### src/rtl/cmp_rr_arbiter.sv
// Round-robin front end that time-shares one unsigned W-bit magnitude comparator
// between N_REQ requesters; captured operands, held response with ready/valid.
module cmp_rr_arbiter #(
  parameter int N_REQ = 4,
  parameter int W     = 4,
  parameter int ID_W  = $clog2(N_REQ)
) (
  input  logic               clk,
  input  logic               rst,
  input  logic [N_REQ-1:0]   req,
  input  logic [N_REQ*W-1:0] a_in,
  input  logic [N_REQ*W-1:0] b_in,
  output logic [N_REQ-1:0]   gnt,
  output logic               busy,
  output logic               rsp_valid,
  input  logic               rsp_ready,
  output logic [ID_W-1:0]    rsp_id,
  output logic               rsp_eq,
  output logic               rsp_gt,
  output logic               rsp_sm
);

  typedef enum logic [1:0] {S_IDLE, S_CMP, S_RESP} state_t;

  state_t             r_state, w_next;
  logic [ID_W-1:0]    r_ptr, r_id, w_win, w_ptr_nxt;
  logic [W-1:0]       r_a, r_b;
  logic [N_REQ-1:0]   r_gnt;
  logic               r_valid, r_eq, r_gt, r_sm;
  logic [ID_W-1:0]    r_rsp_id;

  // Scan from the highest offset down so the lowest offset from p wins.
  function automatic logic [ID_W-1:0] f_pick(input logic [N_REQ-1:0] v,
                                             input logic [ID_W-1:0]  p);
    int idx;
    f_pick = p;
    for (int k = N_REQ-1; k >= 0; k--) begin
      idx = int'(p) + k;
      if (idx >= N_REQ) idx = idx - N_REQ;
      if (v[idx[ID_W-1:0]]) f_pick = idx[ID_W-1:0];
    end
  endfunction

  assign w_win = f_pick(req, r_ptr);
  // Explicit wrap so non-power-of-2 N_REQ never lands on an unused index.
  assign w_ptr_nxt = (r_id == ID_W'(N_REQ-1)) ? '0 : r_id + 1'b1;

  always_ff @(posedge clk) begin
    if (rst) r_state <= S_IDLE;
    else     r_state <= w_next;
  end

  always_comb begin
    w_next = r_state;
    case (r_state)
      S_IDLE:  if (|req)     w_next = S_CMP;
      S_CMP:                 w_next = S_RESP;
      S_RESP:  if (rsp_ready) w_next = S_IDLE;
      default:               w_next = S_IDLE;
    endcase
  end

  always_ff @(posedge clk) begin
    if (rst) begin
      r_ptr    <= '0;
      r_id     <= '0;
      r_a      <= '0;
      r_b      <= '0;
      r_gnt    <= '0;
      r_valid  <= 1'b0;
      r_rsp_id <= '0;
      r_eq     <= 1'b0;
      r_gt     <= 1'b0;
      r_sm     <= 1'b0;
    end else begin
      case (r_state)
        S_IDLE: begin
          if (|req) begin
            r_a   <= a_in[int'(w_win)*W +: W];
            r_b   <= b_in[int'(w_win)*W +: W];
            r_id  <= w_win;
            r_gnt <= N_REQ'(1) << w_win;
          end else begin
            r_gnt <= '0;
          end
        end
        S_CMP: begin
          r_gnt    <= '0;
          r_eq     <= (r_a == r_b);
          r_gt     <= (r_a >  r_b);
          r_sm     <= (r_a <  r_b);
          r_rsp_id <= r_id;
          r_valid  <= 1'b1;
        end
        S_RESP: begin
          if (rsp_ready) begin
            r_valid <= 1'b0;
            r_ptr   <= w_ptr_nxt;
          end
        end
        default: r_gnt <= '0;
      endcase
    end
  end

  always_comb begin
    busy      = (r_state != S_IDLE);
    gnt       = r_gnt;
    rsp_valid = r_valid;
    rsp_id    = r_rsp_id;
    rsp_eq    = r_eq;
    rsp_gt    = r_gt;
    rsp_sm    = r_sm;
  end

endmodule

### config.mk
export PLATFORM = sky130hd
export DESIGN_NAME = cmp_rr_arbiter
export DESIGN_NICKNAME = d
export VERILOG_FILES = /design/src/rtl/cmp_rr_arbiter.sv
export SDC_FILE = /design/constraint.sdc
export NUM_CORES = 1
export LEC_CHECK = 0
export CELL_PAD_IN_SITES_DETAIL_PLACEMENT = 1
export CELL_PAD_IN_SITES_GLOBAL_PLACEMENT = 1
export CORE_MARGIN = 2
export CORE_UTILIZATION = 35
export CTS_BUF_LIST = sky130_fd_sc_hd__clkbuf_4
export CTS_CLUSTER_DIAMETER = 30
export CTS_CLUSTER_SIZE = 30
export DETAILED_ROUTE_END_ITERATION = 12
export PLACE_DENSITY = 0.89
export SLEW_MARGIN = 20
export SYNTH_ARGS = -nofsm -noshare
export SYNTH_HDL_FRONTEND = slang
export SYNTH_SLANG_ARGS = --single-unit
### constraint.sdc
create_clock -name clk -period 4.56 [get_ports clk]
set_input_delay 0.456 -clock clk [delete_from_list [all_inputs] [get_ports clk]]
set_output_delay 0.456 -clock clk [all_outputs]
set_load 0.05 [all_outputs]
* Word level (Yosys, flattened, before mapping)
Cells that the tools add are included.
** Cells by class
- Magnitude comparators :: 10
- Add/subtract/negate cells :: 8
- Multiplexer cells :: 24
- Equality and inequality tests :: 6
- Shift-type cells :: 3
- Reductions and logical operators :: 8
** Operators with widths (number)
- 16-bit by 5-bit variable part select with 4-bit output :: 2
- 2-bit two-way mux :: 11
- 2-bit by 3-bit less-than comparator with 1-bit output (second input constant) :: 4
- 3-bit >= comparator (second input constant) :: 3
- 1-bit binary-select mux with 2-bit select :: 4
- 4-bit case mux with 2 select lines :: 1
- 2-bit AND reduction :: 4
- 2-bit by 1-bit subtractor with 2-bit output (second input constant) :: 4
- 2-bit by 2-bit adder with 3-bit output (second input constant) :: 2
- 2-bit case mux with 3 select lines :: 1
- 1-bit two-way mux :: 5
- 2-bit equality test (second input constant) :: 2
- 4-bit equality test :: 1
- 4-bit greater-than comparator :: 1
- 4-bit less-than comparator :: 1
- 4-bit two-way mux :: 1
- 2-bit != test (second input constant) :: 2
- 2-bit nonzero test :: 2
- 4-bit OR reduction :: 1
- 1-bit by 2-bit << shifter with 4-bit output (first input constant) :: 1
- 2-bit by 1-bit adder with 3-bit output (second input constant) :: 1
- 2-bit by 3-bit >= comparator with 1-bit output (second input constant) :: 1
- 2-bit by 1-bit adder with 2-bit output (second input constant) :: 1
- 2-bit by 1-bit equality test with 1-bit output (second input constant) :: 1
- other kinds (2) :: 2
** Storage, ports and cells
- Flip-flop bits (word level) :: 24
- Input port bits :: 39
- Word-level logic and storage cells :: 70
- Output and inout port bits :: 11

* Depth between registers and ports, before layout
- Word-level depth :: 12
- Gate-level depth with buffers :: 7
- Gate-level depth less buffers :: 7

* Worst setup path before layout
Ideal clock, no wire load.
- Path kind :: reg2reg
- Start point :: register r_state[1]
- End point :: register r_a[0]
- Data required time :: 4.431 ns
- Stages on the path, launching flop included :: 6
- Data arrival time :: 1.409 ns
- Setup slack :: 3.022 ns
- Setup time :: 0.129 ns
- Cells stage by stage :: dfxtp_1 -> or2_1 -> nor2_1 -> nor2_2 -> a32oi_1 -> o211ai_1
** On the way
- Longest elaborated chain between the ends :: 2
** Ends and longest elaborated chain
- start: declaration :: RTL line 25 : state_t r_state, w_next;
- start signal: assignment :: RTL line 50 : else r_state <= w_next;
- 2-bit zero test :: RTL line 76 : case (r_state)
- 2-bit AND reduction (no line)
- end signal: assignment :: RTL line 79 : r_a <= a_in[int'(w_win)*W +: W];
- end: declaration :: RTL line 27 : logic [W-1:0] r_a, r_b;
No other way between the ends.
A chain may end at the register's enable or synchronous reset.

* Final worst setup path
- Start point :: input port req[1]
- End point :: register r_b[1]
** On the way
- Longest elaborated chain between the ends :: 7
- Elaborated cells between the ends (all ways) :: 15
** Ends and longest elaborated chain
- start: declaration :: RTL line 10 : input logic [N_REQ-1:0] req,
- 1-bit binary-select mux with 2-bit select :: RTL line 40 : if (v[idx[ID_W-1:0]]) f_pick = idx[ID_W-1:0];
- 1-bit two-way mux (not written as such) :: RTL line 40
- 2-bit two-way mux (4 in a row) :: RTL line 40
- 16-bit by 5-bit variable part select with 4-bit output :: RTL line 80 : r_b <= b_in[int'(w_win)*W +: W];
- end signal: assignment :: RTL line 80
- end: declaration :: RTL line 27
Parallel ways exist; a longest one is shown, timed or not. The select of a mux whose other input is x is not followed.

==> results.md <==
* Leak at between 0.6 and 0.7 nW
* Simple-gate share of the synthesized area at 23.1%
* NumNets Final at about 240
* Pwr/cell area at roughly 300 nW/um2
* Status: finished clean
* Mux cell area share after synthesis at 7.73%
* CTS resizes at 0
* RSZ-0062 raised after global routing: no
* Required @ worst endpoint at about 4.8 ns
* CTS tree: built
* WS Path Type: input pin to flip-flop
* Root buffer selected by CTS: clkbuf_4
* Main combinational cell family by area after synthesis: simple AND/OR/NAND/NOR gates
* Fraction of layout cells with a size suffix above 1 at roughly 5.3%
* Worst hold path class: flip-flop to flip-flop
* TritonCTS buffer count at 3
* Syn avg cell area at roughly 9 um2
* Final Max Slew Viols at 0
* Yosys cell types at 33
* Sink Count at 24
* Ys async rst share at 0%
* Clock Skews at around 0.011 ns
* Core area at between 3000 and 4000 um2
* Crit path capture type: flip-flop
* WL/cell at around 16 um
* Num rows at 22
* Part of the cycle the worst path needs at 51.1%
* Setup tns final at 0 ns
* Cell area after synthesis at 1290 um2
* Max_cap viols at 0
* Clock transition at path regs at 0.12 ns
* N_diodes at 0
* Synth warn at 0
* Multi-input gate area at 743 um2
* Worst Setup Slack, final at 2.23 ns
* Top_reg_cell synth: dfxtp_1
* Post-synth EDFFs at 0
* XOR/XNOR Fraction of Synth Area at 0%
* CP startpoint: req[1]
* Via count of the first global-routing pass at approximately 1400
* Largest net degree at the start of global routing at 22
* CTS H-tree lvls at 1
* Global placement routability congestion at 0.743
* Residual DRC at 0
* Maximum vdd drop at approximately 160 uV
* Top area cells in the synthesized netlist: dfxtp_1 37%, mux2i_1 7.7%, o211ai_1 5.8%
* Tmin final at 2.33 ns
* Register area share after synthesis at around 37%
* Initial DRC count at 73
* Max Buffers Root-to-Sink at 2
* Post-synthesis compound-gate area fraction at 21.3%
* Final setup violation count at 0
* Initial DRT Pass Iterations at 4
* Most frequent cell after synthesis: dfxtp_1
* Post-route ant nets at 0
* CTS Hold Bufs at 0
* Layout Utilization at approximately 50%
* Setup bufs post-CTS at 0
* Area growth from synthesis to layout at 40.5%
* GRT overflow at 0
* Startpoint class of the critical path: input pin
* Initial antenna violation count at 0
* Mapped Cells at around 150
* Synth top area share at between 30% and 40%
* Yosys top cell by area: dfxtp_1
* Synth cell count leaders: 24 x dfxtp_1, 13 x nand2_1, 10 x mux2i_1, 10 x nand4_1, 10 x o211ai_1
* Start point of the worst hold path: gnt[2]
* #FFs+latches synth at 24
* R2R Path Start: r_ptr[0]
* DP Worst Slack at 1.53 ns
* Tot GR Track Use at 19.0%
* Rel. slew slack at between 40% and 50%
* Critical Path Fanout Max at 12
* Skew-Pair Late Insertion Delay at roughly 0.33 ns
* Top-Level Pins at 50
* Area share of fa/ha/maj cells after synthesis at 4.83%
* Detailed-placement wirelength estimate at between 2000 and 3000 um
* Register area at between 400 and 500 um2
* Vias per cell at between 5 and 6
* Worst slew pin tran at around 0.8 ns
* Global-route wire length before repair at 6160 um
* Die Ht at ~65 um
* Post-Route WL at roughly 3700 um
* Die Wd at about 65 um
* Port Buffers at a little under 50
* Die area at roughly 4200 um2
* Filler instances at 427
* CP arrival at around 2.5 ns
* Post-synthesis net count at 190
* Vias at 1280
* Starting Density at around 36%
* Final hold vios at 0
* FF-to-FF setup slack at about 2.5 ns
* Fmax at roughly 430 MHz
[through the flow]
stage               hold slack, ns  instances  power [mW]  instance area, um2
global route                 0.490        237       0.563                1820
CTS                          0.459        237       0.533                1810
floorplan                    0.448        146       0.364                1290
detailed placement           0.442        234       0.439                1790
global placement             0.431        234       0.429                1790
finish                       0.461        237       0.532                1820
[report_power, final]
group	total (mW)	switching, mW	leakage (nW)	internal (mW)
Combinational	0.190	0.105	0.423	0.0853
Sequential	0.245	0.0141	0.197	0.231
Clock	0.0968	0.0657	0.0138	0.0311
Total	0.532	0.185	0.634	0.347
[cells in the final DEF (no fill, tap or decap), drive strengths merged, types with 2 or more instances in the layout]
master,instances
nor3b,2
ha,5
dfxtp,24
a32oi,8
o21a,2
clkbuf,3
a21oi,8
nand2,13
o211ai,10
nor2b,6
mux2i,10
o21ai,4
nor2,9
clkdlybuf4s50,49
nor3,4
inv,6
a22o,2
nand4,10
nand2b,6
[logic make-up after synthesis]
logic type,count (synthesis)
adders and majority gates,5
and+or+nand+nor,54
DFF,24
buffers and inverters,15
muxes,10
AOI/OAI and AO/OA,38
[worst paths after layout]
path,end,cells after the start
worst min-delay path,gnt[2],2
worst max register to register,r_b[1],5
worst max-delay path,r_b[1],6
worst min register to register,gnt[2],2
[per-layer routing]
layer,global-route usage [%],wire [um],vias to the layer above
li1,-,-,631
met2,36.6,1980,42
met1,19.4,1480,602
met3,3.47,192,5
met4,8.78,55,0
met5,0,0,-
[area by class of cell]
type,count,share of cell area [%]
multi-input combinational,107,40.9
timing repair buffer,49,27.0
sequential,24,26.4
tap,48,3.30
clock buffer,3,1.24
inverter,6,1.24
[worst max-delay path, cell delays in order]
cell and delay [ns]:
clkdlybuf4s50_1 0.60, nand2b_1 0.15, a21oi_1 0.08, a211oi_2 0.69, nand2b_1 0.40, o211ai_1 0.15
[registers in the layout, indices dropped and copies added (netlist names), 2 cells and up]
register  count
rsp_id        2
r_state       2
gnt           4
r_b           4
r_ptr         2
r_a           4
r_id          2
Note: power is estimated with default switching activity, not from simulation.
